[src/rtl/bs_pkg.sv]
// Shared definitions for the backscatter modulation controller: FSM states,
// default parameter values and width helpers.
package bs_pkg;

   typedef enum logic [2:0] {
      S_IDLE  = 3'd0,
      S_QUAL  = 3'd1,
      S_DLY   = 3'd2,
      S_MOD   = 3'd3,
      S_GUARD = 3'd4
   } bs_state_e;

   localparam int DEF_N_CH     = 4;
   localparam int DEF_MIN_HIGH = 8;
   localparam int DEF_DELAY    = 16;
   localparam int DEF_MOD_LEN  = 64;
   localparam int DEF_HALF_PER = 4;

   // Bits needed to hold 0..v-1, never less than one bit.
   function automatic int bs_width(input int v);
      return (v > 1) ? $clog2(v) : 1;
   endfunction

   function automatic int bs_max3(input int a, input int b, input int c);
      int m;
      m = (a > b) ? a : b;
      return (m > c) ? m : c;
   endfunction

endpackage

[src/rtl/bs_sqwave.sv]
// Square-wave generator: starts high on the cycle after run rises, inverts
// every HALF_PER cycles while run stays high, and sits low otherwise.
module bs_sqwave
   import bs_pkg::*;
#(
   parameter int HALF_PER = DEF_HALF_PER
) (
   input  logic clk,
   input  logic rst_n,
   input  logic run,
   output logic sq
);

   localparam int CW = bs_width(HALF_PER);

   logic          r_run_d;
   logic          r_sq;
   logic [CW-1:0] r_cnt;

   always_ff @(posedge clk or negedge rst_n) begin
      if (!rst_n) begin
         r_run_d <= 1'b0;
         r_sq    <= 1'b0;
         r_cnt   <= '0;
      end else begin
         r_run_d <= run;
         if (run && !r_run_d) begin
            r_sq  <= 1'b1;
            r_cnt <= '0;
         end else if (run) begin
            if (r_cnt == CW'(HALF_PER - 1)) begin
               r_sq  <= ~r_sq;
               r_cnt <= '0;
            end else begin
               r_cnt <= r_cnt + CW'(1);
            end
         end else begin
            r_sq  <= 1'b0;
            r_cnt <= '0;
         end
      end
   end

   assign sq = r_sq;

endmodule

[src/rtl/bs_mod_ctrl.sv]
// Backscatter modulation controller: qualifies envelope-detector packets,
// waits a fixed delay, then drives one antenna select and an RF switch pair.
module bs_mod_ctrl
   import bs_pkg::*;
#(
   parameter int N_CH     = DEF_N_CH,
   parameter int MIN_HIGH = DEF_MIN_HIGH,
   parameter int DELAY    = DEF_DELAY,
   parameter int MOD_LEN  = DEF_MOD_LEN,
   parameter int HALF_PER = DEF_HALF_PER,
   localparam int CH_W    = bs_width(N_CH)
) (
   input  logic            clk,
   input  logic            rst_n,
   input  logic            en_pulse,
   input  logic            mode_pulse,
   input  logic            dect_in,
   output logic            dect_out,
   output logic            en,
   output logic            busy,
   output logic [CH_W-1:0] ch_idx,
   output logic [N_CH-1:0] asw_sel,
   output logic            rfsw_a,
   output logic            rfsw_b,
   output logic [2:0]      dbg_state
);

   localparam int CNT_W = bs_width(bs_max3(MIN_HIGH, DELAY, MOD_LEN));

   logic             r_sync1;
   logic             r_sync2;
   logic             r_en;
   logic             r_rr;
   logic             r_dect_out;
   logic [CH_W-1:0]  r_ch_idx;
   logic [CNT_W-1:0] r_cnt;
   bs_state_e        r_state;

   bs_state_e        w_next;
   logic [CNT_W-1:0] w_cnt_next;
   logic             w_qual;
   logic             w_wrap;
   logic             w_dis;
   logic             w_run;
   logic             w_sq;

   // A disable pulse acts on the same edge that clears en, so it also beats
   // a qualification or window end landing in that cycle.
   assign w_dis = r_en & en_pulse;

   always_comb begin
      w_next     = r_state;
      w_cnt_next = r_cnt;
      w_qual     = 1'b0;
      w_wrap     = 1'b0;
      if (r_state != S_IDLE && w_dis) begin
         w_next     = S_IDLE;
         w_cnt_next = '0;
      end else begin
         case (r_state)
            S_IDLE: begin
               if (r_en && r_sync2 && !w_dis) begin
                  w_next     = S_QUAL;
                  w_cnt_next = CNT_W'(1);
               end
            end
            S_QUAL: begin
               if (!r_sync2) begin
                  w_next     = S_IDLE;
                  w_cnt_next = '0;
               end else if (r_cnt >= CNT_W'(MIN_HIGH - 1)) begin
                  w_qual     = 1'b1;
                  w_next     = (DELAY == 0) ? S_MOD : S_DLY;
                  w_cnt_next = '0;
               end else begin
                  w_cnt_next = r_cnt + CNT_W'(1);
               end
            end
            S_DLY: begin
               if (r_cnt >= CNT_W'(DELAY - 1)) begin
                  w_next     = S_MOD;
                  w_cnt_next = '0;
               end else begin
                  w_cnt_next = r_cnt + CNT_W'(1);
               end
            end
            S_MOD: begin
               if (r_cnt >= CNT_W'(MOD_LEN - 1)) begin
                  w_next     = S_GUARD;
                  w_cnt_next = '0;
                  w_wrap     = 1'b1;
               end else begin
                  w_cnt_next = r_cnt + CNT_W'(1);
               end
            end
            S_GUARD: begin
               if (!r_sync2) w_next = S_IDLE;
            end
            default: begin
               w_next     = S_IDLE;
               w_cnt_next = '0;
            end
         endcase
      end
   end

   always_ff @(posedge clk or negedge rst_n) begin
      if (!rst_n) begin
         r_sync1    <= 1'b0;
         r_sync2    <= 1'b0;
         r_en       <= 1'b0;
         r_rr       <= 1'b0;
         r_dect_out <= 1'b0;
         r_ch_idx   <= '0;
         r_cnt      <= '0;
         r_state    <= S_IDLE;
      end else begin
         r_sync1    <= dect_in;
         r_sync2    <= r_sync1;
         r_en       <= r_en ^ en_pulse;
         r_rr       <= r_rr ^ mode_pulse;
         r_dect_out <= w_qual;
         r_cnt      <= w_cnt_next;
         r_state    <= w_next;
         if (w_wrap && r_rr) begin
            if (r_ch_idx == CH_W'(N_CH - 1)) r_ch_idx <= '0;
            else                             r_ch_idx <= r_ch_idx + CH_W'(1);
         end
      end
   end

   // The wave is started from the next state so its first high cycle lines
   // up with the first registered MOD cycle.
   assign w_run = (w_next == S_MOD);

   bs_sqwave #(
      .HALF_PER (HALF_PER)
   ) u_sqwave (
      .clk   (clk),
      .rst_n (rst_n),
      .run   (w_run),
      .sq    (w_sq)
   );

   assign dect_out  = r_dect_out;
   assign en        = r_en;
   assign busy      = (r_state != S_IDLE);
   assign ch_idx    = r_ch_idx;
   assign asw_sel   = (r_state == S_MOD) ? (N_CH'(1) << r_ch_idx) : '0;
   assign rfsw_a    = w_sq;
   assign rfsw_b    = ~w_sq;
   assign dbg_state = r_state;

endmodule
[config.mk]
export PLATFORM = sky130hd
export DESIGN_NAME = bs_mod_ctrl
export DESIGN_NICKNAME = d
export VERILOG_FILES = /design/src/rtl/bs_pkg.sv /design/src/rtl/bs_sqwave.sv /design/src/rtl/bs_mod_ctrl.sv
export SDC_FILE = /design/constraint.sdc
export NUM_CORES = 1
export LEC_CHECK = 0
export CORE_MARGIN = 1.5
export CORE_UTILIZATION = 34
export CTS_BUF_LIST = sky130_fd_sc_hd__clkbuf_8
export DETAILED_ROUTE_END_ITERATION = 7
export PLACE_DENSITY = 0.66
export SETUP_SLACK_MARGIN = 0.5
export SKIP_LAST_GASP = 1
export SLEW_MARGIN = 10
export SYNTH_ARGS = -nofsm -noshare
export SYNTH_HDL_FRONTEND = slang
export SYNTH_SLANG_ARGS = --single-unit
[constraint.sdc]
create_clock -name clk -period 4.4 [get_ports clk]
set_clock_uncertainty 0.1 [all_clocks]
set_input_delay 0.88 -clock clk [delete_from_list [all_inputs] [get_ports clk]]
set_output_delay 0.88 -clock clk [all_outputs]
set_load 0.02 [all_outputs]
After elaboration in Yosys (flattened, before gate mapping):

Index checks and enable logic that the tools add are counted.

* bits in registers: 20
* input port bits: 5
* output and inout port bits: 14
* word-level logic and storage cells: 72

* $add $sub $neg: 3
* $lt $le $gt $ge: 3
* equality and inequality tests: 10
* shifts and indexed selects: 1
* muxes and demuxes: 30
* bitwise gates (word level): 4
* reduce and logical (&&, ||, !) cells: 10

Operators with widths (count)
* $mux 6: 6
* $pmux 6 s5: 1
* $mux 3: 7
* $pmux 3 s5: 1
* $mux 1: 10
* $eq 3x2->1 const B: 3
* $mux 2: 4
* $add 6x1->6 const B: 1
* $ge 6x3->1 const B: 1
* $ge 6x4->1 const B: 1
* $ge 6x6->1 const B: 1
* $ne 3x3->1 const B: 2
* $logic_and 1x1->1: 5
* $add 2x1->2 const B: 2
* $eq 2x2->1 const B: 2
* $mux 4: 1
* $shl 1x2->4 const A: 1
* $eq 3x1->1 const B: 1
* $eq 3x3->1 const B: 1
* $logic_not 3->1: 1
* $reduce_bool 3->1: 1
* $logic_not 1->1: 2
* $ne 2x2->1 const B: 1
* $reduce_and 2->1: 1
* other kinds (3): 4

Depth between registers and ports, before layout:

* word-level depth: 9
* mapped depth: 7
* mapped depth without buffers: 6

By module:

From an unflattened synthesis, not the netlist that was laid out.

* cell total of the unflattened synthesis: 110
* area, all modules: 1144.8 µm²

Modules (own cells, without submodules)
* bs_mod_ctrl: instances 1, cells an instance 100, area an instance 1001.0 µm²
* bs_sqwave: instances 1, cells an instance 10, area an instance 143.9 µm²

Worst setup path after synthesis:

OpenSTA, ideal clock, no wires.

* path kind: input-to-reg
* from: input port en_pulse
* to: register r_cnt[5]
* data arrival time: 2050 ps
* required time: 4236 ps
* slack: 2186 ps
* stages: 6
* buffers on the path: 0
* cells stage by stage: ha_1 > and4bb_2 > nor3b_2 > or3_1 > a21oi_1 > a21o_1

* longest elaborated chain between the ends: 5
* elaborated cells on any way between the ends: 8

Ends and longest elaborated chain
* start: declaration: line bs_mod_ctrl.sv:15 `input logic en_pulse,`
* $and 1x1->1 *: line bs_mod_ctrl.sv:49 `assign w_dis = r_en & en_pulse;`
* $logic_not 1->1: line bs_mod_ctrl.sv:62 `if (r_en && r_sync2 && !w_dis) begin`
* $logic_and 1x1->1: line bs_mod_ctrl.sv:62
* $ne 3x3->1 (no line)
* $reduce_and 2->1 (no line)
* end signal: assignment: line bs_mod_ctrl.sv:123 `r_cnt <= w_cnt_next;`
* end: declaration: line bs_mod_ctrl.sv:36 `logic [CNT_W-1:0] r_cnt;`

Mark *: on every way between the ends. The rest lies on a longest branch, timed or not.
A chain may end at the register's enable or synchronous reset.

Worst setup path in the final report:

* from: register r_state[2] (netlist: dbg_state[2])
* to: output port asw_sel[0]

* longest elaborated chain between the ends: 2

Ends and longest elaborated chain
* start: declaration: line bs_mod_ctrl.sv:37 `bs_state_e r_state;`
* start signal: assignment: line bs_mod_ctrl.sv:124 `r_state <= w_next;`
* $eq 3x2->1: line bs_mod_ctrl.sv:149 `assign asw_sel = (r_state == S_MOD) ? (N_CH'(1) << r_ch_idx) : '0;`
* $mux 4: line bs_mod_ctrl.sv:149
* end: declaration: line bs_mod_ctrl.sv:22 `output logic [N_CH-1:0] asw_sel,`

Every way passes these cells.

==> metrics.txt <==
TNS Setup=0 ns; grt peak-use layer=met2; Post-synth EDFFs=0; io pins=19; drt via density=5.09; HPWL after DPL=1600 um; Rows=20; maximum fanout along the worst path=11; Residual DRC=0; final setup margin=1.47 ns; Worst-Skew Late Latency=0.26 ns; die height=60.2 um; global-route wire length before repair=3930 um; Final nets=143; Synth Net Count=122; worst r2r src=r_cnt[0]; capturing point of the worst reg2reg path=r_cnt[2]; n_diodes=0; Syn Std Cell Area=1110 sq um; Post-CTS Resized=0; Cells after Synth=110; Top FF cell, synth=dfrtp_1; GRT met2 Usage=22.5%; CTS max path bufs=2; Synth warnings=0; commonest non-fill, non-tap cells in the layout=20 x dfrtp_1, 18 x clkdlybuf4s50_1, 9 x nor2_1; normalized max-slew margin=41.8%; P&R area growth vs syn=25.0%; Initial DRT Pass Iterations=4; drt total wl=2210 um; Critical Path End Type=output pin; Post-synth ARST share=100%; Initial Util=36.1%; gr ovfl total=0; largest net degree at the start of global routing=21; Reg2Reg Setup Slack=2.34 ns; Static Leakage=0.602 nW; worst hold start=r_sync1; Initial DRC Count=18; Worst Path Required=3.42 ns; peak supply drop=244 uV; vias=886; Die Width=60.2 um; vias in the first global route=882; Yosys cell types=45; IO buf count=18; post-layout min period=2.93 ns; RSZ-0062 raised after global routing=false; actual slew at the worst max-slew pin=0.870 ns; hold_buf cts=0; worst slack at placement=1.53 ns; CP Class=flip-flop to output pin; CTS Sinks=20; Clock Pin Slew Worst Setup and Hold Paths=0.08 ns; htree depth=1; Min Hold Slack=0.262 ns; worst min-delay path class=flip-flop to flip-flop; Worst Hold Depth=0; Slew Viols, Final=0; most common cell after layout, fill and taps aside=dfrtp_1; Post-CTS Setup Bufs=0; routing usage on met1=19.3%; status=complete, no violations; Placer Congestion=0.855; post-synthesis register bit count=20; full die area=3620 sq um; cts bufs inserted=3; routed len/inst=12.7 um; startpoint types=flip-flop; root buffer cell=clkbuf_8; part of the Yosys area used for sequential elements=45.0%; initial antenna violation count=0; setup violation total in the final timing report=0; worst reg2reg path depth=5; Final ANT Viol Nets=0; period utilisation layout=66.6%; utilization after layout=45.1%; CTS tree=yes; core area=3080 sq um; WP data arrival=1.95 ns; M3 GR Usage=3.25%; layout cells sized above 1=10.8%; Pwr Density=384 nW/um^2; All-Layer GR Usage=14.3%; max cap viols=0; Hold EP=r_sync2; syn avg cell area=10.1 sq um; fmax=341 MHz; final hold vios=0
[power breakdown]
part	switching (W)	internal, W	leakage [nW]
clock	0.0000615	0.0000796	0.0288
combinational	0.0000855	0.0000699	0.306
sequential	0.0000295	0.000208	0.267
[registers in the layout, indices dropped and copies added (netlist names)]
signal and cells:
r_cnt 6, dbg_state 3, ch_idx 2, u_sqwave.r_cnt 2, dect_out 1, en 1
r_rr 1, r_sync1 1, r_sync2 1, u_sqwave.r_run_d 1, u_sqwave.sq 1
[per-stage QoR]
stage / total power (W) / std cells / instance area [sq um]
after floorplan: 0.000337 / 110 / 1110
after global placement: 0.000393 / 170 / 1330
after detailed placement: 0.000396 / 170 / 1330
after CTS: 0.000539 / 174 / 1390
after global routing: 0.000568 / 174 / 1390
final: 0.000534 / 174 / 1390
[synth_stat cells, drive strengths merged, types with 2 or more instances]
library cell | instances | share of area [%]
a21o | 2 | 1.4
a21oi | 5 | 2.3
and2 | 5 | 2.9
and3 | 3 | 1.7
buf | 2 | 1.1
dfrtp | 20 | 45
ha | 7 | 7.9
inv | 7 | 2.4
nand2 | 7 | 2.4
nand2b | 2 | 1.1
nand3 | 3 | 1.8
nor2 | 9 | 3.0
nor3 | 3 | 1.8
nor3b | 2 | 1.8
o21ai | 6 | 2.7
o311ai | 2 | 1.6
or2 | 2 | 1.1
or3 | 2 | 1.1
[cell families after synthesis]
kind of cell	after synthesis	share of synthesized area [%]
XOR/XNOR	2	1.58
AO/OA/AOI/OAI	26	16.8
multiplexers	1	1.01
flip-flops	20	45.0
buffers and inverters	9	3.49
AND/OR/NAND/NOR	45	24.2
adder cells (fa/ha/maj)	7	7.88
[per-layer routing]
layer  vias up  share of wire (%)
met2        26                 45
li1        436                  -
met1       422                 50
met4         0               0.36
met5         -                  0
met3         2                4.7
[cell type report]
class	count	area, sq um
timing repair buffer	18	180
multi-input combinational	81	572
tap	44	55.1
inverter	7	26.3
clock buffer	4	55.1
fill	292	1690
sequential	20	500
[critical path, cell delays in order, from the launching register on]
cell	delay, ns
dfrtp_1	0.49
and3b_1	0.42
and2_1	0.18
clkdlybuf4s50_1	0.60
[worst max path at each step]
stage	from	endpoint	slack [ns]	cells past startpoint
final	dbg_state[2]	asw_sel[0]	1.47	3
after global routing	dbg_state[2]	asw_sel[1]	1.40	3
after CTS	dbg_state[2]	asw_sel[0]	1.47	3
after detailed placement	en_pulse	r_cnt[2]	1.53	7
after global placement	en_pulse	r_cnt[5]	1.61	7
after floorplan	en_pulse	r_cnt[5]	2.19	6
No activity file was read; power rests on OpenSTA's default activity.
==> edit 1 (same settings) <==
Change the package constant `DEF_MIN_HIGH` from 8 to 7.
--- a/src/rtl/bs_pkg.sv
+++ b/src/rtl/bs_pkg.sv
@@ -11,7 +11,7 @@
    } bs_state_e;
 
    localparam int DEF_N_CH     = 4;
-   localparam int DEF_MIN_HIGH = 8;
+   localparam int DEF_MIN_HIGH = 7;
    localparam int DEF_DELAY    = 16;
    localparam int DEF_MOD_LEN  = 64;
    localparam int DEF_HALF_PER = 4;
Formal check against the unedited RTL: not equivalent (a bounded check fails within 10 cycles, from zero or initial values and one cycle with rst_n low).
==> edit 1 against the unedited design <==
Sequential power grew 3%; worst setup slack worse by 0.037 ns; cell area is 7.0% higher; total power grew 17%; fmax is 1.3% lower; sequential cell count stayed put; register-to-register slack better by 0.02 ns; routed wire length up 9.5%; sequential share of layout area fell by 2.4 points; area after synthesis is 10% higher; core utilization down 1.3 points; final cell count is 1.7% higher; largest power group unchanged.
==> edit 1: results (changes against the unedited design) <==
[status]
status=complete, no violations

[cells_and_area]
nets=145  ; +1.4%
final_cell_count_no_fill=177  ; +1.7%
drive_above_1_share=0.191  ; +0.0831

[synthesis]
synth_compound_area_frac=0.213  ; +0.0453
syn-num-nets=127  ; +4.1%
synthAdderAreaFrac=0.0815  ; +0.00272
muxShareOfSynthArea=0.00917  ; -0.000961
synth_seq_area_share=0.408  ; -0.0427
synth_xor_area_frac=0.0143  ; -0.00149
synth_cells=114  ; +3.6%
synth_top_cells_by_area=dfrtp_1, ha_1, a21o_1

[place]
gp_congestion=0.757  ; -12%
dp.cells=173  ; +1.8%
hpwl_mm=1.81  ; +13%
pre_cts_slack_ns=1.52  ; -0.0116 ns

[timing]
tightest_slew_ns=0.913  ; +0.0438 ns
fin_crit_ns=2.97  ; +0.0374 ns
hold_ws_ns=0.252  ; -0.00980 ns

[power]
leakage_nw=0.666  ; +11%
p_clk_mw=0.190  ; +35%
pg_comb_mw=0.187  ; +21%
peakVddDrop_mv=0.289  ; +18%
intPower_mw=0.422  ; +18%
power_mw=0.622  ; +17%

[routing]
drt-wirelength-per-cell_um=13.7  ; +7.6%
drtIter0Drc=47  ; +29
drt_pass1_iterations=6  ; +2

[worst_setup_path]
r2r-start=en
ff2ff_path_depth=6  ; +1
rrSetupSlack_ns=2.36  ; +0.02 ns
crit_end=asw_sel[2]
crit_path_max_fanout=12  ; +1
arrival_ns=1.99  ; +0.04 ns

[grt]
grt_pass1_wl_mm=4.27  ; +8.8%
use_met2=0.233  ; +0.00756
grt_pass1_vias=915  ; +3.7%
grt_use_met1=0.170  ; -0.0232
grt_use_total=0.135  ; -0.00747

-- edit 1: cells by family (layout without fill, tap and decap cells) --
logic type,after synthesis,count (layout)
AO/OA/AOI/OAI,32,32
XOR/XNOR,2,2
adder cells (fa/ha/maj),8,8
buffers and inverters,10,27
flip-flops,20,20
multiplexers,1,1
AND/OR/NAND/NOR,41,41
-- edit 1: final cells by class --
| class | instances | area (µm²) |
|---|---|---|
| Multi-Input combinational cell | 84 | 658 |
| Clock buffer | 3 | 41.3 |
| Fill cell | 327 | 1900 |
| Clock inverter | 1 | 30.0 |
| Sequential cell | 20 | 500 |
| Timing Repair Buffer | 18 | 180 |
| Tap cell | 46 | 57.6 |
| Inverter | 5 | 18.8 |
-- edit 1: layer usage --
metal	part of all wire	vias to the layer above	routed length, µm
met2	0.49	23	1190
li1	-	443	-
met5	0	-	0
met1	0.45	430	1100
met4	0.0041	0	10
met3	0.051	3	124
==> edit 2 (config.mk and constraints unchanged) <==
Without the edit above. Make the reset (`rst_n`) synchronous in 2 clocked blocks.
--- a/src/rtl/bs_sqwave.sv
+++ b/src/rtl/bs_sqwave.sv
@@ -17,7 +17,7 @@
    logic          r_sq;
    logic [CW-1:0] r_cnt;
 
-   always_ff @(posedge clk or negedge rst_n) begin
+   always_ff @(posedge clk) begin
       if (!rst_n) begin
          r_run_d <= 1'b0;
          r_sq    <= 1'b0;
--- a/src/rtl/bs_mod_ctrl.sv
+++ b/src/rtl/bs_mod_ctrl.sv
@@ -104,7 +104,7 @@
       end
    end
 
-   always_ff @(posedge clk or negedge rst_n) begin
+   always_ff @(posedge clk) begin
       if (!rst_n) begin
          r_sync1    <= 1'b0;
          r_sync2    <= 1'b0;
Function: differs if rst_n is asserted again (counterexample within 4 cycles, from zero or initial values and one cycle with rst_n low); with rst_n held inactive, the same outputs for 10 cycles.
==> edit 2 against the unedited design <==
Worst hold slack gained 0.071 ns; routed wire length is 7.6% higher; worst setup slack lost 0.12 ns; register-to-register slack gained 0.09 ns; cell area is 1.7% higher; first-iteration DRC count increased by 50%; fmax decreased by 4.0%; via count rose by 10%; critical path depth is the same; highest routed layer unchanged; sequential cell count unchanged; die area grew 3.5%; area after synthesis is 3.7% higher.
Power is not compared: it rests on default switching activity, and its combinational part moved more than twofold at a synthesized area within 25%.
==> edit 2: results (changes against the unedited design) <==
[routing]
drtIter0Drc=27  ; +9
wl_mm=2.38  ; +7.6%
vias_per_cell=5.32  ; +4.5%
route.detailed.drc=0  ; unchanged

[cells_and_area]
seq_area_um2=400  ; -20%
final_cell_count_no_fill=184  ; +5.7%
drive_above_1_share=0.100  ; -0.00769
fillCellCount=299  ; +2.4%
nets=153  ; +7.0%

[synthesis]
synth_top_cells_by_area=dfxtp_1, ha_1, and2_1
synth_ff_type=dfxtp_1
ys_types=50  ; +11%
synthArstFlopShare=0  ; -1.00
yosys-top-cells-count=dfxtp_1, and2_1
syn-mean-instance-area_um2=9.29  ; -8.0%
synth_seq_area_share=0.347  ; -0.103
syn-num-nets=136  ; +11%

[worst_hold_path]
worstHoldStart=u_sqwave.r_cnt[0]
hold_depth=1  ; +1
min_to=u_sqwave.r_cnt[0]

[worst_setup_path]
regToRegEndpoint=u_sqwave.r_cnt[1]
crit_family=flip-flops
cpMaxStageDelayCell=dfxtp_1
rrSetupSlack_ns=2.43  ; +0.09 ns
arrival_ns=2.07  ; +0.12 ns
r2r-start=r_cnt[0]

[grt]
grt_pass1_vias=914  ; +3.6%
grt_pass1_wl_mm=4.02  ; +2.4%
grt_use_total=0.143  ; +0.000504
grt_max_degree=13  ; -38%

[place]
gp_congestion=0.914  ; +6.9%
io_buffers=18  ; unchanged
pre_cts_slack_ns=1.60  ; +0.0707 ns
hpwl_mm=1.73  ; +7.9%
postPlaceCellArea_um2=1340  ; +0.56%

[clocking]
cts_setup_buffers=0  ; unchanged
h-tree-depth=1  ; unchanged
clkSlewWorstSetupHoldPaths_ns=0.08  ; about the same
clk_latency_ns=0.26  ; about the same
cts_buffers=3  ; unchanged

[status]
status=complete, no violations

[timing]
relSlewSlack=0.691  ; +0.273
setup_slack_ns=1.35  ; -0.123 ns
hold_ws_ns=0.333  ; +0.0710 ns

==> edit 2: cell types whose count changed after synthesis, moves of 3 or more <==
cell,unedited run,this run
and2_1,4,10
dfxtp_1,0,20
dfrtp_1,20,0
nand3_1,2,7
o21ai_0,5,1
a211oi_1,0,3
and3_1,3,0
==> edit 2: worst max path at each step <==
stage	start	endpoint	depth (start not counted)
after CTS	dbg_state[0]	asw_sel[1]	3
after floorplan	en_pulse	r_cnt[3]	5
after detailed placement	en_pulse	r_cnt[3]	6
after global routing	dbg_state[0]	asw_sel[0]	3
final	dbg_state[0]	asw_sel[1]	3
after global placement	en_pulse	r_cnt[3]	6
==> edit 2: kinds of logic after synthesis <==
group,share of synthesized area
AOI/OAI and AO/OA,0.199
xor gates and xnor gates,0.0152
adders and majority gates,0.0760
buffers and inverters,0.0597
DFF,0.347
muxes,0.00869
and+or+nand+nor,0.294
==> edit 2: power groups by stage <==
stage	clock, mW	sequential (mW)	combinational, mW
after global placement	0	0.191	0.0209
after floorplan	0	0.191	0.0118
after CTS	0.185	0.187	0.0216
after global routing	0.195	0.187	0.0237
after detailed placement	0	0.191	0.0213
final	0.184	0.187	0.0213
==> edit 2: final cells by class <==
type | count | area share
Timing Repair Buffer | 18 | 0.128
Multi-Input combinational cell | 92 | 0.484
Sequential cell | 20 | 0.283
Inverter | 6 | 0.0159
Tap cell | 44 | 0.0390
Clock inverter | 1 | 0.0213
Clock buffer | 3 | 0.0292
==> edit 2: per-layer routing <==
layer  vias to the layer above  global-route usage  share of wire
met5                         -                   0              0
met4                         0              0.0466         0.0059
met3                         2              0.0315          0.041
met2                        28               0.242           0.52
met1                       465               0.181           0.44
li1                        484                   -              -
